`src/rtl/lcd_msg_writer.sv`:
```
// lcd_msg_writer: HD44780 full-panel redraw, opcode mnemonic on row 0, hex operand on row 1; optional LCD_SKIP_SAME_EN.
// Latency: accept edge to done = (1+EN+CLEAR) + ROWS*(COLS+1)*(1+EN+CHAR) + 1 clocks (2 when a repeat is skipped).
// Backpressure: req_ready only in S_IDLE; requester holds req_valid/opcode/value until accepted.
module lcd_msg_writer #(
  parameter int COLS           = 16,
  parameter int ROWS           = 2,
  parameter int VALUE_W        = 16,
  parameter int EN_PULSE_CYC   = 20,
  parameter int CHAR_WAIT_CYC  = 2500,
  parameter int CLEAR_WAIT_CYC = 100000
) (
  input  logic               clk,
  input  logic               rst,
  input  logic               init_done,
  input  logic               req_valid,
  output logic               req_ready,
  input  logic [2:0]         opcode,
  input  logic [VALUE_W-1:0] value,
  output logic               lcd_rs,
  output logic               lcd_rw,
  output logic               lcd_en,
  output logic [7:0]         lcd_data,
  output logic               busy,
  output logic               done
);

  localparam int HEX_DIGITS = (VALUE_W + 3) / 4;
  localparam int MAX_WAIT_A = (CLEAR_WAIT_CYC > CHAR_WAIT_CYC) ? CLEAR_WAIT_CYC : CHAR_WAIT_CYC;
  localparam int MAX_WAIT   = (MAX_WAIT_A > EN_PULSE_CYC) ? MAX_WAIT_A : EN_PULSE_CYC;
  localparam int CNT_W      = $clog2(MAX_WAIT + 1);
  localparam int COL_W      = $clog2(COLS + 1);
  localparam int ROW_W      = (ROWS > 1) ? $clog2(ROWS) : 1;

  typedef enum logic [2:0] {S_WAIT_INIT, S_IDLE, S_SETUP, S_PULSE, S_WAIT, S_DONE} state_t;

  state_t             r_state;
  logic [CNT_W-1:0]   r_cnt;
  logic [COL_W-1:0]   r_col;
  logic [ROW_W-1:0]   r_row;
  logic               r_is_clear;
  logic [2:0]         r_opcode;
  logic [VALUE_W-1:0] r_value;
`ifdef LCD_SKIP_SAME_EN
  logic               r_skip;
  logic               r_shadow_vld;
  logic [2:0]         r_shadow_op;
  logic [VALUE_W-1:0] r_shadow_val;
`endif

  logic [CNT_W-1:0]   w_wait_last;
  logic               w_last_col;
  logic               w_last_row;
  logic [7:0]         w_char;
  logic [7:0]         w_addr_next;

  function automatic logic [7:0] f_addr(input int row);
    case (row)
      1:       f_addr = 8'hC0;
      2:       f_addr = 8'h80 | 8'(COLS);
      3:       f_addr = 8'h80 | 8'(64 + COLS);
      default: f_addr = 8'h80;
    endcase
  endfunction

  function automatic logic [7:0] f_char(input int row, input int col,
                                        input logic [2:0] op, input logic [VALUE_W-1:0] val);
    logic [31:0]             mn;
    logic [4*HEX_DIGITS-1:0] ext;
    logic [3:0]              nib;
    int                      dig;
    f_char = 8'h20;
    ext = '0;
    ext[VALUE_W-1:0] = val;
    dig = col - 2;
    case (op)
      3'd0:    mn = "LOAD";
      3'd1:    mn = "ADD ";
      3'd2:    mn = "ADDI";
      3'd3:    mn = "SUB ";
      3'd4:    mn = "SUBI";
      3'd5:    mn = "MUL ";
      3'd6:    mn = "CLR ";
      default: mn = "DPL ";
    endcase
    if (row == 0 && col < 4) begin
      f_char = mn[8*(3-col) +: 8];
    end else if (row == 1) begin
      if (col == 0) begin
        f_char = 8'h56;
      end else if (col == 1) begin
        f_char = 8'h3D;
      end else if (dig < HEX_DIGITS) begin
        // Top digit is zero-extended when VALUE_W is not a multiple of 4.
        nib = 4'(ext >> (4 * (HEX_DIGITS - 1 - dig)));
        f_char = (nib < 4'd10) ? (8'h30 + {4'h0, nib}) : (8'h37 + {4'h0, nib});
      end
    end
  endfunction

  assign lcd_rw      = 1'b0;
  assign w_wait_last = r_is_clear ? CNT_W'(CLEAR_WAIT_CYC - 1) : CNT_W'(CHAR_WAIT_CYC - 1);
  assign w_last_col  = (r_col == COL_W'(COLS));
  assign w_last_row  = (r_row == ROW_W'(ROWS - 1));
  // r_col is the column about to be sent when the address slot (0) is already done.
  assign w_char      = f_char(int'(r_row), int'(r_col), r_opcode, r_value);
  assign w_addr_next = r_is_clear ? f_addr(0) : f_addr(int'(r_row) + 1);

  always_ff @(posedge clk or posedge rst) begin
    if (rst) begin
      r_state    <= S_WAIT_INIT;
      r_cnt      <= '0;
      r_col      <= '0;
      r_row      <= '0;
      r_is_clear <= 1'b0;
      r_opcode   <= '0;
      r_value    <= '0;
      lcd_rs     <= 1'b0;
      lcd_en     <= 1'b0;
      lcd_data   <= 8'h00;
      req_ready  <= 1'b0;
      busy       <= 1'b0;
      done       <= 1'b0;
`ifdef LCD_SKIP_SAME_EN
      r_skip       <= 1'b0;
      r_shadow_vld <= 1'b0;
      r_shadow_op  <= '0;
      r_shadow_val <= '0;
`endif
    end else begin
      done <= 1'b0;
      case (r_state)
        S_WAIT_INIT: begin
          if (init_done) begin
            r_state   <= S_IDLE;
            req_ready <= 1'b1;
          end
        end
        S_IDLE: begin
          if (req_valid) begin
            r_opcode  <= opcode;
            r_value   <= value;
            req_ready <= 1'b0;
            busy      <= 1'b1;
`ifdef LCD_SKIP_SAME_EN
            if (r_shadow_vld && opcode == r_shadow_op && value == r_shadow_val) begin
              r_skip  <= 1'b1;
              r_state <= S_DONE;
            end else
`endif
            begin
              r_state    <= S_SETUP;
              r_is_clear <= 1'b1;
              r_row      <= '0;
              r_col      <= '0;
              r_cnt      <= '0;
              lcd_rs     <= 1'b0;
              lcd_data   <= 8'h01;
            end
          end
        end
        S_SETUP: begin
          r_state <= S_PULSE;
          lcd_en  <= 1'b1;
          r_cnt   <= '0;
        end
        S_PULSE: begin
          if (r_cnt == CNT_W'(EN_PULSE_CYC - 1)) begin
            lcd_en  <= 1'b0;
            r_cnt   <= '0;
            r_state <= S_WAIT;
          end else begin
            r_cnt <= r_cnt + 1'b1;
          end
        end
        S_WAIT: begin
          if (r_cnt == w_wait_last) begin
            r_cnt <= '0;
            if (r_is_clear) begin
              r_is_clear <= 1'b0;
              lcd_rs     <= 1'b0;
              lcd_data   <= w_addr_next;
              r_state    <= S_SETUP;
            end else if (!w_last_col) begin
              r_col    <= r_col + 1'b1;
              lcd_rs   <= 1'b1;
              lcd_data <= w_char;
              r_state  <= S_SETUP;
            end else if (!w_last_row) begin
              r_row    <= r_row + 1'b1;
              r_col    <= '0;
              lcd_rs   <= 1'b0;
              lcd_data <= w_addr_next;
              r_state  <= S_SETUP;
            end else begin
              r_state <= S_DONE;
            end
          end else begin
            r_cnt <= r_cnt + 1'b1;
          end
        end
        S_DONE: begin
`ifdef LCD_SKIP_SAME_EN
          // A skipped request spends two cycles here so done lands 2 cycles after accept.
          if (r_skip) begin
            r_skip <= 1'b0;
          end else
`endif
          begin
            done      <= 1'b1;
            busy      <= 1'b0;
            req_ready <= 1'b1;
            r_state   <= S_IDLE;
`ifdef LCD_SKIP_SAME_EN
            r_shadow_vld <= 1'b1;
            r_shadow_op  <= r_opcode;
            r_shadow_val <= r_value;
`endif
          end
        end
        default: r_state <= S_WAIT_INIT;
      endcase
    end
  end

endmodule

```
`config.mk`:
```
export PLATFORM = sky130hd
export DESIGN_NAME = lcd_msg_writer
export DESIGN_NICKNAME = d
export VERILOG_FILES = /design/src/rtl/lcd_msg_writer.sv
export SDC_FILE = /design/constraint.sdc
export NUM_CORES = 1
export LEC_CHECK = 0
export ABC_AREA = 1
export BUFFER_PORTS_ARGS = -buffer_cell sky130_fd_sc_hd__clkbuf_2
export CAP_MARGIN = 20
export CORE_UTILIZATION = 64
export CTS_CLUSTER_DIAMETER = 30
export DETAILED_ROUTE_END_ITERATION = 12
export HOLD_SLACK_MARGIN = 0.06
export PLACE_DENSITY = 0.85
export SYNTH_ARGS = -nofsm -noshare
export SYNTH_HDL_FRONTEND = slang
export SYNTH_SLANG_ARGS = --single-unit
```
`constraint.sdc`:
```
create_clock -name clk -period 4.8 [get_ports clk]
set_input_delay 0.24 -clock clk [delete_from_list [all_inputs] [get_ports clk]]
set_output_delay 0.24 -clock clk [all_outputs]
set_load 0.005 [all_outputs]
```
Word level (Yosys, flattened, before mapping)
Cells that the tools add are included.
{"block": "totals", "register_bits": 59, "inputBits": 23, "output_inout_bits": 14, "wordCells": 127}
{"block": "op_classes", "add_sub_neg": 9, "n_lt_le_gt_ge": 3, "n_eq_ne": 26, "shift": 2, "n_mux": 54, "bitwise_logic": 1, "n_reduce_logical": 19}
{"op": "one-hot mux 29 bit (7 select lines)", "n": 1}
{"op": "2-to-1 mux 17 bit", "n": 4}
{"op": "one-hot mux 17 bit (4 select lines)", "n": 1}
{"op": "2-to-1 mux 8 bit", "n": 7}
{"op": "2-to-1 mux 7 bit", "n": 5}
{"op": "variable part select 32 x 9 -> 8 bit", "n": 1}
{"op": "right shift 16 x 32 -> 4 bit", "n": 1}
{"op": "2-to-1 mux 5 bit", "n": 5}
{"op": "2-to-1 mux 3 bit", "n": 7}
{"op": "one-hot mux 7 bit (3 select lines)", "n": 1}
{"op": "one-hot mux 3 bit (6 select lines)", "n": 1}
{"op": "adder 17 x 1 -> 17 bit, second input constant", "n": 1}
{"op": "equality test 17 bit", "n": 1}
{"op": "equality test 17 x 5 -> 1 bit, second input constant", "n": 1}
{"op": "one-hot mux 8 bit (2 select lines)", "n": 1}
{"op": "equality test 3 bit, second input constant", "n": 5}
{"op": "adder 6 x 4 -> 7 bit, first input constant", "n": 2}
{"op": "2-to-1 mux 1 bit", "n": 14}
{"op": "equality test 3 x 2 -> 1 bit, second input constant", "n": 4}
{"op": "inequality test 2 bit, second input constant", "n": 6}
{"op": "one-hot mux 1 bit (2 select lines)", "n": 5}
{"op": "one-hot mux 5 bit (2 select lines)", "n": 1}
{"op": "AND reduction 5 bit", "n": 2}
{"op": "AND reduction 2 bit", "n": 4}
{"op": "other kinds (26)", "n": 33}

Depth between registers and ports, before layout
{"block": "depth", "depth_word": 14, "ltp_mapped": 20, "ltp_nobuf": 18}

Least setup slack after synthesis
OpenSTA, ideal clock, no wires.
{"block": "synth_timing", "path_type": "reg2reg", "startpoint": "reg r_col[1]", "endpoint": "reg lcd_data[1]", "setup_time_ns": 0.120, "arrival_time_ns": 2.412, "t_required_ns": 4.680, "path_slack_ns": 2.268, "stages_incl_launch_ff": 19, "n_path_buf": 2, "period_less_slack_ns": 2.532, "cell_sequence": "dfrtp_1 buf_2 inv_1 buf_2 ha_1 inv_1 nand2_1 and2_1 ha_1 nor2_1 nand3_1 nor2_2 nand2_1 nor2_1 o21ai_0 nand3_1 a21oi_1 o21ai_1 nand2_1"}
{"block": "synth_between", "elab_chain_len": 14, "elab_cells_between_ends": 26, "cone_classes": "add/sub: 5; order compare: 3; eq/ne: 3; shift: 2; mux: 10; reduce/logical: 3"}
{"item": "start, declared", "line": "38", "rtl": "logic [COL_W-1:0] r_col;"}
{"item": "start signal, assigned", "line": "184", "rtl": "r_col <= r_col + 1'b1;"}
{"item": "subtractor 5 x 2 -> 6 bit", "line": "74", "rtl": "dig = col - 2;"}
{"item": "subtractor 3 x 6 -> 7 bit", "line": "94", "rtl": "nib = 4'(ext >> (4 * (HEX_DIGITS - 1 - dig)));"}
{"item": "right shift 16 x 32 -> 4 bit", "line": "94"}
{"item": "adder 6 x 4 -> 7 bit or < comparator 4 bit (tied branches)", "line": "95", "rtl": "f_char = (nib < 4'd10) ? (8'h30 + {4'h0, nib}) : (8'h37 + {4'h0, nib});"}
{"item": "2-to-1 mux 7 bit", "line": "95"}
{"item": "2-to-1 mux 7 bit", "line": "92", "rtl": "end else if (dig < HEX_DIGITS) begin"}
{"item": "2-to-1 mux 7 bit", "line": "90", "rtl": "end else if (col == 1) begin"}
{"item": "2-to-1 mux 7 bit", "line": "88", "rtl": "if (col == 0) begin"}
{"item": "2-to-1 mux 7 bit", "line": "87", "rtl": "end else if (row == 1) begin"}
{"item": "2-to-1 mux 8 bit", "line": "85", "rtl": "if (row == 0 && col < 4) begin"}
{"item": "2-to-1 mux 8 bit", "line": "183", "rtl": "end else if (!w_last_col) begin"}
{"item": "2-to-1 mux 8 bit", "line": "178", "rtl": "if (r_is_clear) begin"}
{"item": "2-to-1 mux 8 bit", "line": "176", "rtl": "if (r_cnt == w_wait_last) begin"}
{"item": "one-hot mux 8 bit (2 select lines)", "line": "131", "rtl": "case (r_state)"}
{"item": "end signal, assigned", "line": "181", "rtl": "lcd_data <= w_addr_next;"}
{"item": "end signal, assigned", "line": "186", "rtl": "lcd_data <= w_char;"}
{"item": "end signal, assigned", "line": "192", "rtl": "lcd_data <= w_addr_next;"}
{"item": "end, declared", "line": "22", "rtl": "output logic [7:0] lcd_data,"}
Parallel ways exist; a longest one is shown, timed or not. The select of a mux whose other input is x is not followed.
A chain may end at the register's enable or synchronous reset.

Final worst setup path
Ends and elaborated chain as after synthesis.

==> results.sh <==
export IMPL_outcome="finished, final reports clean"
export IMPL_power_density_nw_per_um2=502
export IMPL_max_cap_violations=0
export IMPL_numCtsBuffers=9
export IMPL_critPathBufInv=2
export IMPL_start_util=0.675
export IMPL_netlist_top_cells_area="dfrtp_1 (39%), nand2_1 (15%), inv_1 (5.7%)"
export IMPL_fin_skew_ns=0.00443
export IMPL_dieArea_um2=6220
export IMPL_r2r_slack_ns=1.80
export IMPL_worstSetupPathType="flop to flop"
export IMPL_reg2reg_from="r_col[1]"
export IMPL_syn_avg_cell_area_um2=7.28
export IMPL_crit_top_cell="nand2_1"
export IMPL_rr_endpoint="lcd_data[1]"
export IMPL_clock_latency_ns=0.35
export IMPL_coreArea_um2=5610
export IMPL_end_kind="flop"
export IMPL_slew_viol_final=0
export IMPL_grt_pass1_wl_um=14600
export IMPL_crit_arrival_ns=3.24
export IMPL_ys_flop_type="dfrtp_1"
export IMPL_final_nets=588
export IMPL_viasPerCell=5.58
export IMPL_crit_path_max_incr_delay_ns=0.56
export IMPL_postSynthCellCount=520
export IMPL_hold_buffers=0
export IMPL_areaGrowthSynthToFinish_pct=9.82
export IMPL_rsz0062_at_grt="no"
export IMPL_pre_cts_slack_ns=1.85
export IMPL_drtAntennaViolNets=0
export IMPL_wl_per_cell_um=13.9
export IMPL_fin_util=0.741
export IMPL_worst_slack_ns=1.80
export IMPL_grt_use_total=0.306
export IMPL_synth_seq_cells=59
export IMPL_cts_tree="built"
export IMPL_finalSetupViolations=0
export IMPL_ir_drop_uv=374
export IMPL_cts_clk_slew_worst_paths_ns=0.07
export IMPL_relSlewSlack=0.345
export IMPL_synth_edf_count=0
export IMPL_io_buffers=35
export IMPL_grt_max_degree=60
export IMPL_place_gp_congestion=0.892
export IMPL_synthesis_nets=554
export IMPL_grt_overflow=0
export IMPL_worst_pin_slew_ns=0.982
export IMPL_required_ns=5.04
export IMPL_synth_top_cell_by_area="dfrtp_1"
export IMPL_netlist_area_um2=3780
export IMPL_postPlaceCellArea_um2=3990
export IMPL_antenna_found_initial=0
export IMPL_die_h_um=78.9
export IMPL_hp_class="primary input to asynchronous set/reset pin"
export IMPL_vias=3508
export IMPL_r2r_worst_path_cells=16
export IMPL_finalCriticalPeriod_ns=3.00
export IMPL_synth_most_common_cell="nand2_1"
export IMPL_cts_resized=0
export IMPL_detail_route_first_pass_iterations=5
export IMPL_io_pins=37
export IMPL_tns_ns=0
export IMPL_diodes=0
export IMPL_cp_slowest_cell="dfrtp_1"
export IMPL_cts_sinks=59
export IMPL_root_buffer="clkbuf_8"
export IMPL_htreeDepth=3
export IMPL_clock_fmax_mhz=333
export IMPL_drtIter0Drc=244
export IMPL_die_w_um=78.9
export IMPL_cts_buffer_depth=2
export IMPL_worstPathCellList="inv_1 -> ha_1 -> inv_1 -> nand2_1 -> and2_1 -> ha_1 -> nor2_1 -> nand3_1 -> nor2_2 -> nand2_1 -> nor2_1 -> o21ai_0 -> nand3_1 -> a21oi_1 -> o21ai_1 -> nand2_1"
export IMPL_drc=0
export IMPL_p_leak_nw=2.10
export IMPL_crit_family="simple AND/OR/NAND/NOR gates"
export IMPL_synth_commonest_cells="nand2_1 (147), dfrtp_1 (59), inv_1 (57), nor2_1 (45), o21ai_0 (33)"
export IMPL_wirelength_um=8770
export IMPL_synth_seq_area_share=0.390
export IMPL_hold_slack_ns=0.0777
export IMPL_dp_hpwl_um=6260
export IMPL_drive_above_1_share=0.138
export IMPL_crit_fanout=13
export IMPL_num_rows=27
export IMPL_postCtsSetupRepairBufs=0
export IMPL_yosysTopAreaCellShare=0.390
export IMPL_hold_viol=0
export IMPL_grt_pass1_vias=3259
export IMPL_ys_types=46
export IMPL_synthArstFlopShare=1.00
export IMPL_timing_final_crit_share=0.625
export IMPL_yosysWarnings=0
export IMPL_cp_start_kind="flop"
export IMPL_final_area_um2=4160
[layer usage]
layer | part of all wire | global-route usage | up-vias
met5 | 0 | 0 | -
met4 | 0.044 | 0.193 | 0
met3 | 0.052 | 0.0471 | 27
met2 | 0.48 | 0.515 | 137
met1 | 0.42 | 0.368 | 1580
li1 | - | - | 1764
[worst max path at each step]
stage | from | endpoint | slack [ns] | cells past startpoint
floorplan | r_col[1] | lcd_data[1] | 2.27 | 18
global placement | r_col[1] | lcd_data[1] | 2.07 | 16
detailed placement | r_col[1] | lcd_data[1] | 1.85 | 16
CTS | r_col[1] | lcd_data[1] | 1.84 | 16
global route | r_col[1] | lcd_data[1] | 1.45 | 16
finish | r_col[1] | lcd_data[1] | 1.80 | 16
[tightest hold or removal path: stages]
cell      delay, ns
clkbuf_2       0.08
inv_2          0.03
buf_4          0.58
[sequential cells by signal, indices dropped and copies added, names as in the netlist]
register,cells
r_value,16
r_is_clear,1
r_row,1
r_cnt,17
lcd_rs,1
r_opcode,3
busy,1
lcd_data,8
r_state,3
r_col,5
done,1
req_ready,1
lcd_en,1
[layout by cell type (no fill, tap or decap), drive strengths merged, types with 2 or more instances in the layout]
cell type,instances
dfrtp,59
o22ai,2
o211ai,5
clkbuf,47
nand4,12
xnor2,4
xor2,11
o21ai,42
nor2,54
ha,11
nor4,4
o21bai,2
nand2,152
a31oi,2
inv,62
nor3,19
a21oi,20
nand3,31
or2,2
[kinds of logic after synthesis]
group / after synthesis / synth area share
compound gates: 81 / 0.123
xor+xnor: 15 / 0.0347
fa+ha+maj: 11 / 0.0364
buf+inv: 75 / 0.0804
flops: 59 / 0.390
other cells: 1 / 0.000991
simple gates: 278 / 0.334
[power by group]
group / internal, W / leakage, nW / switching, W / total (W)
clock network: 0.000209 / 0.0843 / 0.000198 / 0.000407
registers: 0.000634 / 0.765 / 0.000146 / 0.000780
logic: 0.000297 / 1.25 / 0.000602 / 0.000899
[metrics by stage]
| stage | total power (W) | instances |
|---|---|---|
| global placement | 0.00165 | 615 |
| finish | 0.00209 | 629 |
| floorplan | 0.00145 | 520 |
| detailed placement | 0.00167 | 615 |
| CTS | 0.00208 | 629 |
| global route | 0.00224 | 629 |
[cell type report]
| cell class | count | area, um^2 |
|---|---|---|
| Timing Repair Buffer | 36 | 183 |
| Fill cell | 451 | 1450 |
| Clock inverter | 2 | 12.5 |
| Multi-Input combinational cell | 386 | 2000 |
| Sequential cell | 59 | 1480 |
| Inverter | 62 | 235 |
| Tap cell | 72 | 90.1 |
| Clock buffer | 12 | 155 |
Note: power is estimated with default switching activity, not from simulation.
